`src/rtl/note_sequencer_pkg.sv`:
```
// Shared widths, note codes, FSM states and the ROM word layout for the note sequencer.
package note_sequencer_pkg;

  localparam int unsigned NOTE_W = 6;
  localparam int unsigned DUR_W  = 10;
  localparam int unsigned WORD_W = NOTE_W + DUR_W;

  // Note codes: 0 is a rest, then chromatic C4..B6.
  localparam logic [NOTE_W-1:0] REST = NOTE_W'(0);
  localparam logic [NOTE_W-1:0] C4  = NOTE_W'(1),  CS4 = NOTE_W'(2),  D4  = NOTE_W'(3);
  localparam logic [NOTE_W-1:0] DS4 = NOTE_W'(4),  E4  = NOTE_W'(5),  F4  = NOTE_W'(6);
  localparam logic [NOTE_W-1:0] FS4 = NOTE_W'(7),  G4  = NOTE_W'(8),  GS4 = NOTE_W'(9);
  localparam logic [NOTE_W-1:0] A4  = NOTE_W'(10), AS4 = NOTE_W'(11), B4  = NOTE_W'(12);
  localparam logic [NOTE_W-1:0] C5  = NOTE_W'(13), CS5 = NOTE_W'(14), D5  = NOTE_W'(15);
  localparam logic [NOTE_W-1:0] DS5 = NOTE_W'(16), E5  = NOTE_W'(17), F5  = NOTE_W'(18);
  localparam logic [NOTE_W-1:0] FS5 = NOTE_W'(19), G5  = NOTE_W'(20), GS5 = NOTE_W'(21);
  localparam logic [NOTE_W-1:0] A5  = NOTE_W'(22), AS5 = NOTE_W'(23), B5  = NOTE_W'(24);
  localparam logic [NOTE_W-1:0] C6  = NOTE_W'(25), CS6 = NOTE_W'(26), D6  = NOTE_W'(27);
  localparam logic [NOTE_W-1:0] DS6 = NOTE_W'(28), E6  = NOTE_W'(29), F6  = NOTE_W'(30);
  localparam logic [NOTE_W-1:0] FS6 = NOTE_W'(31), G6  = NOTE_W'(32), GS6 = NOTE_W'(33);
  localparam logic [NOTE_W-1:0] A6  = NOTE_W'(34), AS6 = NOTE_W'(35), B6  = NOTE_W'(36);

  // A zero duration marks the end of the song.
  localparam logic [DUR_W-1:0] END_MARK = '0;

  typedef enum logic [2:0] {
    S_IDLE  = 3'd0,
    S_FETCH = 3'd1,
    S_LOAD  = 3'd2,
    S_PLAY  = 3'd3,
    S_END   = 3'd4
  } state_e;

  typedef struct packed {
    logic [NOTE_W-1:0] note;
    logic [DUR_W-1:0]  dur;
  } melody_word_t;

  // Builds one ROM word from a note code and a duration in ticks.
  function automatic melody_word_t mk_word(input logic [NOTE_W-1:0] n,
                                           input logic [DUR_W-1:0]  d);
    melody_word_t w;
    w.note = n;
    w.dur  = d;
    return w;
  endfunction

endpackage

```
`src/rtl/note_sequencer_rom.sv`:
```
// Melody ROM with a one-clock synchronous read; contents come from a packed image
// where word i occupies bits [i*W +: W].
module note_sequencer_rom #(
  parameter int unsigned       DEPTH = 64,
  parameter int unsigned       AW    = 6,
  parameter int unsigned       W     = 16,
  parameter logic [DEPTH*W-1:0] IMAGE = '0
) (
  input  logic          clk,
  input  logic [AW-1:0] addr_i,
  output logic [W-1:0]  data_o
);

  logic [W-1:0] words [DEPTH];

  // Unpack the image into addressable words.
  for (genvar i = 0; i < DEPTH; i++) begin : g_word
    assign words[i] = IMAGE[i*W +: W];
  end

  // Registered read port.
  always_ff @(posedge clk) begin
    data_o <= words[addr_i];
  end

endmodule

```
`src/rtl/note_sequencer.sv`:
```
// Walks the melody ROM and presents the current note, its valid level and a
// per-word strobe to the downstream tone generator.
module note_sequencer
  import note_sequencer_pkg::*;
#(
  parameter int unsigned                  CLK_HZ    = 12_000_000,
  parameter int unsigned                  TICK_HZ   = 1000,
  parameter int unsigned                  ROM_DEPTH = 64,
  parameter int unsigned                  GAP_TICKS = 1,
  parameter logic [ROM_DEPTH*WORD_W-1:0]  ROM_IMAGE = '0
) (
  input  logic              clk,
  input  logic              rst,
  input  logic              start,
  input  logic              stop,
  input  logic              loop_en,
  output logic [NOTE_W-1:0] note,
  output logic              note_valid,
  output logic              note_strobe,
  output logic              busy,
  output logic              done
);

  localparam int unsigned DIV = CLK_HZ / TICK_HZ;
  localparam int unsigned AW  = (ROM_DEPTH > 1) ? $clog2(ROM_DEPTH) : 1;
  localparam int unsigned PW  = (DIV > 1) ? $clog2(DIV) : 1;

  localparam logic [AW-1:0]    LAST_ADDR = AW'(ROM_DEPTH - 1);
  localparam logic [PW-1:0]    PRE_LAST  = PW'(DIV - 1);
  localparam logic [DUR_W-1:0] GAP_CNT   = DUR_W'(GAP_TICKS);
  localparam logic [DUR_W-1:0] DUR_ONE   = DUR_W'(1);

  state_e            state_q;
  logic [AW-1:0]     addr_q;
  logic [PW-1:0]     pre_q;
  logic [DUR_W-1:0]  dur_q;
  logic [NOTE_W-1:0] note_q;
  logic              valid_q;
  logic              strobe_q;
  logic              busy_q;
  logic              done_q;
  melody_word_t      rom_word;

  note_sequencer_rom #(
    .DEPTH (ROM_DEPTH),
    .AW    (AW),
    .W     (WORD_W),
    .IMAGE (ROM_IMAGE)
  ) u_rom (
    .clk    (clk),
    .addr_i (addr_q),
    .data_o (rom_word)
  );

  // Sequencer FSM with tick prescaler, duration counter and registered outputs.
  always_ff @(posedge clk or posedge rst) begin
    if (rst) begin
      state_q  <= S_IDLE;
      addr_q   <= '0;
      pre_q    <= '0;
      dur_q    <= '0;
      note_q   <= '0;
      valid_q  <= 1'b0;
      strobe_q <= 1'b0;
      busy_q   <= 1'b0;
      done_q   <= 1'b0;
    end else begin
      strobe_q <= 1'b0;
      done_q   <= 1'b0;
      if (stop) begin
        state_q <= S_IDLE;
        addr_q  <= '0;
        pre_q   <= '0;
        dur_q   <= '0;
        note_q  <= '0;
        valid_q <= 1'b0;
        busy_q  <= 1'b0;
      end else begin
        unique case (state_q)
          S_IDLE: begin
            if (start) begin
              state_q <= S_FETCH;
              addr_q  <= '0;
              busy_q  <= 1'b1;
            end
          end
          S_FETCH: state_q <= S_LOAD;
          S_LOAD: begin
            if (rom_word.dur == END_MARK) begin
              state_q <= S_END;
            end else begin
              note_q   <= rom_word.note;
              dur_q    <= rom_word.dur;
              pre_q    <= '0;
              strobe_q <= 1'b1;
              valid_q  <= (rom_word.note != REST);
              state_q  <= S_PLAY;
            end
          end
          S_PLAY: begin
            if (pre_q == PRE_LAST) begin
              pre_q <= '0;
              dur_q <= dur_q - DUR_ONE;
              if (dur_q == DUR_ONE) begin
                // Last tick of this word: silence and move on (or wrap at the ROM end).
                valid_q <= 1'b0;
                if (addr_q == LAST_ADDR) begin
                  state_q <= S_END;
                end else begin
                  addr_q  <= addr_q + AW'(1);
                  state_q <= S_FETCH;
                end
              end else if ((dur_q - DUR_ONE) == GAP_CNT) begin
                // Articulation gap before the next note.
                valid_q <= 1'b0;
              end
            end else begin
              pre_q <= pre_q + PW'(1);
            end
          end
          S_END: begin
            if (loop_en) begin
              addr_q  <= '0;
              state_q <= S_FETCH;
            end else begin
              done_q  <= 1'b1;
              busy_q  <= 1'b0;
              note_q  <= '0;
              state_q <= S_IDLE;
            end
          end
          default: begin
            state_q <= S_IDLE;
            busy_q  <= 1'b0;
          end
        endcase
      end
    end
  end

  assign note        = note_q;
  assign note_valid  = valid_q;
  assign note_strobe = strobe_q;
  assign busy        = busy_q;
  assign done        = done_q;

endmodule

```
`config.mk`:
```
export PLATFORM = sky130hd
export DESIGN_NAME = note_sequencer
export DESIGN_NICKNAME = d
export VERILOG_FILES = /design/src/rtl/note_sequencer_pkg.sv /design/src/rtl/note_sequencer_rom.sv /design/src/rtl/note_sequencer.sv
export SDC_FILE = /design/constraint.sdc
export NUM_CORES = 1
export LEC_CHECK = 0
export ABC_AREA = 1
export CORE_MARGIN = 3
export CORE_UTILIZATION = 35
export DETAILED_ROUTE_END_ITERATION = 12
export HOLD_SLACK_MARGIN = 0.15
export PLACE_DENSITY = 0.59
export SKIP_CTS_REPAIR_TIMING = 1
export SYNTH_ARGS = -nofsm -noshare
export SYNTH_HDL_FRONTEND = slang
export SYNTH_SLANG_ARGS = --single-unit
```
`constraint.sdc`:
```
create_clock -name clk -period 1.75 [get_ports clk]
set_input_delay 0.525 -clock clk [delete_from_list [all_inputs] [get_ports clk]]
set_output_delay 0.525 -clock clk [all_outputs]
set_load 0.005 [all_outputs]
```
==> summary.md, run 1 <==
| Metric | Value |
|---|---|
| Worst Setup End Kind | `primary output` |
| CTS tree | `built` |
| Crit-path max cell delay | `approximately 500 ps` |
| Layout fillers | `about 580` |
| 1st-pass router iterations | `4` |
| Layout area overhead | `19.35%` |
| Number of hold violations in the final report | `0` |
| Placer Congestion | `about 0.84` |
| Max Fclk | `between 600 and 700 MHz` |
| Cts bufs inserted | `5` |
| CP required | `around 1200 ps` |
| Clock latency on the worst-skew pair | `~290 ps` |
| Total Wirelength | `~4.6 mm` |
| Status | `finished clean` |
| Power per Cell Area | `~940 nW/um^2` |
| Finished Core Util | `0.4433` |
| Synth unique cells | `28` |
| Total of max-cap violations | `0` |
| Crit path launch type | `register` |
| Post-Layout Cell Count | `roughly 400` |
| Clock tree buffer depth | `2` |
| Antenna viol nets, final | `0` |
| Top Ports | `15` |
| Pwr Total | `~2.4 mW` |
| Sequential share of the synthesized area | `0.4154` |
| Mapped Cells | `291` |
| Rows | `27` |
| Die width | `between 80 and 90 microns` |
| Fin crit period | `~1700 ps` |
| Post-Syn Area | `about 2100 sq um` |
| Static leakage | `around 1.3 nW` |
| Via Count | `1,872` |
| Warnings, synthesis | `0` |
| Pins over their slew limit | `0` |
| # diodes | `0` |
| Most common cell after layout, fill and taps aside | `nand2_1` |
| IO buf count | `6` |
| Hold/Removal Path Class | `reg -> reg` |
| Reg clk slew, reported paths | `about 80 ps` |
| Max stage delay cell, worst path | `clkdlybuf4s50_1` |
| CP Max Fanout | `2` |
| DR iter-0 viols | `147` |
| Drt drc | `0` |
| CTS root buf | `clkbuf_8` |
| Register bit total from synthesis | `35` |
| RSZ-0062 raised after global routing | `false` |
| Commonest cells after routing, fill and taps aside | `81 x nand2_1, 35 x dfrtp_1, 34 x nor2_1, 29 x inv_1, 25 x nand3_1` |
| Pin count of the biggest net entering global routing | `36` |
| Fraction of the cycle the final worst path needs | `0.9444` |
| Area of the multi-input gates | `1074 sq um` |
| Overall Global Routing Usage | `0.1384` |
| Critical-path cell list | `clkdlybuf4s50_1` |
| VDD IR-drop max | `roughly 0.00047 V` |
| First-pass GRT wire length | `7.990 mm` |
| Share of cells above drive strength 1 | `0.1508` |
| GRT overflow | `0` |
| Nets | `between 300 and 400` |
| Initial antenna violation count | `0` |
| Hpwl dp | `3.352 mm` |
| CP top delay family | `buffers and inverters` |
| Starting Density | `0.3715` |
| Placed Instances | `between 300 and 400` |
| Wire per inst | `around 12 microns` |
| # setup viols final | `0` |
| CP bufs+invs | `1` |
| Reg area | `875.8 sq um` |
| Vias in the first global route | `~1,800` |
| # clock sinks | `35` |
| Setup CP Type | `reg -> out` |
| Chip height | `83.61 microns` |
| # H-tree levels | `2` |
| Avg Inst Size Synth | `roughly 7.2 sq um` |
| Vias per inst | `about 4.7` |
| Data arrival time of the critical path | `1130 ps` |
| Die area | `about 7000 sq um` |
| Clk_skew | `between 8 and 9 ps` |
| Core box area | `5675 sq um` |
synth_stat cells:
cell type | instances | share of area
nor3b_1 | 2 | 0.0071
buf_4 | 9 | 0.032
nor3_1 | 7 | 0.017
or2_2 | 1 | 0.0030
nand4_1 | 4 | 0.012
nor2_2 | 2 | 0.0059
nand2_1 | 83 | 0.15
clkbuf_1 | 1 | 0.0018
o211ai_1 | 1 | 0.0036
nand2_2 | 1 | 0.0030
inv_1 | 29 | 0.052
o21ai_1 | 12 | 0.028
nand3_1 | 26 | 0.062
a21oi_2 | 1 | 0.0042
o31ai_1 | 1 | 0.0036
conb_1 | 1 | 0.0018
nor2_1 | 35 | 0.062
o21bai_1 | 1 | 0.0036
dfrtp_1 | 35 | 0.42
xnor2_1 | 3 | 0.012
a21oi_1 | 5 | 0.012
inv_2 | 6 | 0.011
xor2_1 | 9 | 0.037
ha_1 | 4 | 0.024
o22ai_1 | 4 | 0.012
nor3_4 | 1 | 0.0077
o21ai_0 | 6 | 0.014
nand3_2 | 1 | 0.0047
report_power, final:
part	switching [mW]	internal [mW]	leakage (nW)	total (mW)
logic	0.482	0.328	0.738	0.810
registers	0.0754	0.882	0.485	0.957
clock network	0.301	0.309	0.0470	0.610
area by class of cell:
class | instances | area share
Clock buffer | 6 | 0.03282
Timing Repair Buffer | 30 | 0.1014
Multi-Input combinational cell | 218 | 0.4267
Inverter | 35 | 0.05321
Sequential cell | 35 | 0.3481
Tap cell | 72 | 0.03580
Clock inverter | 1 | 0.001989
per-layer routing:
layer | up-vias | global-route usage | part of all wire
li1 | 978 | - | -
met2 | 40 | 0.2263 | 0.45
met1 | 846 | 0.1767 | 0.48
met5 | - | 0 | 0
met3 | 8 | 0.02863 | 0.042
met4 | 0 | 0.05848 | 0.022
flip-flops by register name (all words and copies together), names as in the netlist:
signal   cells
dur_q       10
busy         1
done         1
pre_q       14
addr_q       6
state_q      3
worst paths after layout:
| kind | slack [ps] | from | cells past startpoint | endpoint |
|---|---|---|---|---|
| setup / recovery | 100 | busy | 1 | busy |
| hold / removal | 510 | addr_q[4] | 2 | addr_q[4] |
| setup reg to reg | 130 | pre_q[0] | 8 | dur_q[1] |
| hold reg to reg | 510 | addr_q[4] | 2 | addr_q[4] |
| max in group asynchronous | 990 | rst | 3 | dur_q[3] |
| min in group asynchronous | 580 | rst | 3 | state_q[2] |
cell families (layout without fill, tap and decap cells):
group | after synthesis | after routing | share of synthesized area
DFF | 35 | 35 | 0.4154
and+or+nand+nor | 163 | 163 | 0.3318
other | 1 | 8 | 0.001779
xor gates and xnor gates | 12 | 12 | 0.04986
AOI/OAI and AO/OA | 31 | 31 | 0.08131
buffers and inverters | 45 | 72 | 0.09614
adders and majority gates | 4 | 4 | 0.02374
per-stage QoR:
step                      setup slack, ps  instance area (sq um)  hold WS [ps]  setup TNS, ps
after floorplan                     193.4                   2135         463.1              0
after global placement             -288.1                   2406         482.5          -7479
after detailed placement           -346.5                   2406         493.3          -8389
after CTS                          -34.26                   2494         511.4         -111.6
after global routing                7.632                   2516         527.1              0
final                               97.31                   2516         508.6              0
(Power assumes the default switching activity.)
==> run 2, diff against run 1 <==
Settings changed: MAX_ROUTING_LAYER from default to met4.
==> run 2 against run 1 <==
  * Sequential cell count stayed put
  * Worst hold slack hardly changed
  * Non-clock buffer count did not move
  * Die area stayed put
  * Largest power group unchanged
==> summary.md, run 2 (synthesis results as in run 1) <==
| Metric | Value |
|---|---|
| Status | `finished clean` |
| Commonest cells after routing, fill and taps aside | `81 x nand2_1, 35 x dfrtp_1, 34 x nor2_1, 29 x inv_1, 25 x nand3_1` |
| Vias in the first global route | `around 1,800` |
| Hpwl dp | `~3.4 mm` |
| Die width | `approximately 84 microns` |
| Overall Global Routing Usage | `0.1423` |
| Top reg by flops | `pre_q` |
| VDD IR-drop max | `0.0004651 V` |
| Sequential fraction of design power | `0.403` |
| Worst Setup End Kind | `primary output` |
| Rows | `27` |
| Top flop regs | `pre_q (14), dur_q (10), addr_q (6)` |
| Gate power share | `0.341` |
| # setup viols final | `0` |
| # diodes | `0` |
| Flip-flop count of the largest register after layout | `14` |
| GR Layer Usage met3 | `0.02863` |
| IO buf count | `6` |
| # clock sinks | `35` |
| Worst setup margin | `approximately 100 ps` |
| Wire per inst | `11.54 microns` |
| Crit-path max cell delay | `~500 ps` |
| # H-tree levels | `2` |
| Total Wirelength | `~4.6 mm` |
| Via Count | `about 1,900` |
| CP required | `~1200 ps` |
| DR iter-0 viols | `approximately 160` |
| First-pass GRT wire length | `7.983 mm` |
| Fraction of the cycle the final worst path needs | `0.9444` |
| Placer Congestion | `between 0.8 and 0.9` |
| CTS root buf | `clkbuf_8` |
| Clk network pwr share | `0.257` |
| 1st-pass router iterations | `4` |
| Static leakage | `around 1.3 nW` |
| Initial antenna violation count | `0` |
| Layout area overhead | `19.35%` |
| Pin count of the biggest net entering global routing | `36` |
| Int Pwr | `1.519 mW` |
| CP bufs+invs | `1` |
| Drt drc | `0` |
| Total of max-cap violations | `0` |
| Hold/Removal Path Class | `reg -> reg` |
| Data arrival time of the critical path | `1130 ps` |
| CTS tree | `built` |
| Design Area, Final | `~2500 sq um` |
| Power per Cell Area | `about 940 nW/um^2` |
| Sw frac | `0.3610` |
| Grt met1 use | `0.1767` |
| GRT busiest layer | `met2` |
| GRT overflow | `0` |
| Number of hold violations in the final report | `0` |
| Max stage delay cell, worst path | `clkdlybuf4s50_1` |
| Critical-path cell list | `clkdlybuf4s50_1` |
| Reg clk slew, reported paths | `about 80 ps` |
| Layout fillers | `582` |
| P_sw | `0.8582 mW` |
| Met2 Use GR | `0.2263` |
| Top Ports | `15` |
| Starting Density | `0.3715` |
| Cts bufs inserted | `5` |
| Fin crit period | `around 1700 ps` |
| Share of cells above drive strength 1 | `0.1508` |
| Max Fclk | `~600 MHz` |
| DP Worst Slack | `-346.5 ps` |
| Chip height | `around 84 microns` |
| CP top delay family | `buffers and inverters` |
| Nets | `about 330` |
| Antenna viol nets, final | `0` |
| Pins over their slew limit | `0` |
| CP Max Fanout | `2` |
| Most common cell after layout, fill and taps aside | `nand2_1` |
| Die area | `6991 sq um` |
| DP Area | `approximately 2400 sq um` |
| RSZ-0062 raised after global routing | `false` |
| Clock latency on the worst-skew pair | `290 ps` |
| Setup CP Type | `reg -> out` |
| Vias per inst | `around 4.7` |
| Core box area | `roughly 5700 sq um` |
| Crit path launch type | `register` |
| Clk_skew | `roughly 8.0 ps` |
| Clock tree buffer depth | `2` |
## run 2: cell counts in the layout (fill, tap and decap cells not counted)
No cell type changed its count.
## run 2: metal layers
metal | up-vias | share of wire
met2 | 40 | 0.45
li1 | 978 | -
met5 | - | 0
met3 | 8 | 0.043
met1 | 846 | 0.48
met4 | 0 | 0.023
## run 2: power groups by stage
stage / combinational, mW / clock [mW] / sequential, mW
CTS: 0.806 / 0.620 / 0.956
finish: 0.810 / 0.610 / 0.957
floorplan: 0.556 / 0 / 0.955
global placement: 0.800 / 0 / 0.970
detailed placement: 0.802 / 0 / 0.971
global route: 0.936 / 0.651 / 0.965
## run 2: through the flow
| step | utilization | setup TNS (ps) | std cells | hold slack, ps | total power, mW |
|---|---|---|---|---|---|
| after floorplan | - | 0 | 298 | 463.1 | 1.511 |
| after global placement | 0.4239 | -7479 | 390 | 482.5 | 1.770 |
| after detailed placement | 0.4239 | -8389 | 390 | 493.3 | 1.772 |
| after CTS | 0.4394 | -111.6 | 397 | 511.4 | 2.382 |
| after global routing | 0.4433 | 0 | 397 | 527.1 | 2.551 |
| final | 0.4433 | 0 | 397 | 508.6 | 2.378 |
## run 2: path summary, 6_finish.rpt
path	endpoint	slack, ps	start	cells past startpoint
max reg2reg	dur_q[1]	130	pre_q[0]	8
min in group asynchronous	state_q[2]	580	rst	3
min reg2reg	addr_q[4]	510	addr_q[4]	2
min	addr_q[4]	510	addr_q[4]	2
max	busy	100	busy	1
max in group asynchronous	dur_q[3]	990	rst	3
## run 2: tightest hold or removal path, delay by kind of cell, from the launching register on
family / cells / cell delay [ps]
flip-flops: 1 / 370
AND/OR/NAND/NOR: 2 / 110
## run 2: layout make-up
| type | instances | area [sq um] | area share |
|---|---|---|---|
| tap | 72 | 90.09 | 0.03580 |
| inverter | 35 | 133.9 | 0.05321 |
| sequential | 35 | 875.8 | 0.3481 |
| clock inverter | 1 | 5.005 | 0.001989 |
| multi-input combinational | 218 | 1074 | 0.4267 |
| clock buffer | 6 | 82.58 | 0.03282 |
| timing repair buffer | 30 | 255.2 | 0.1014 |
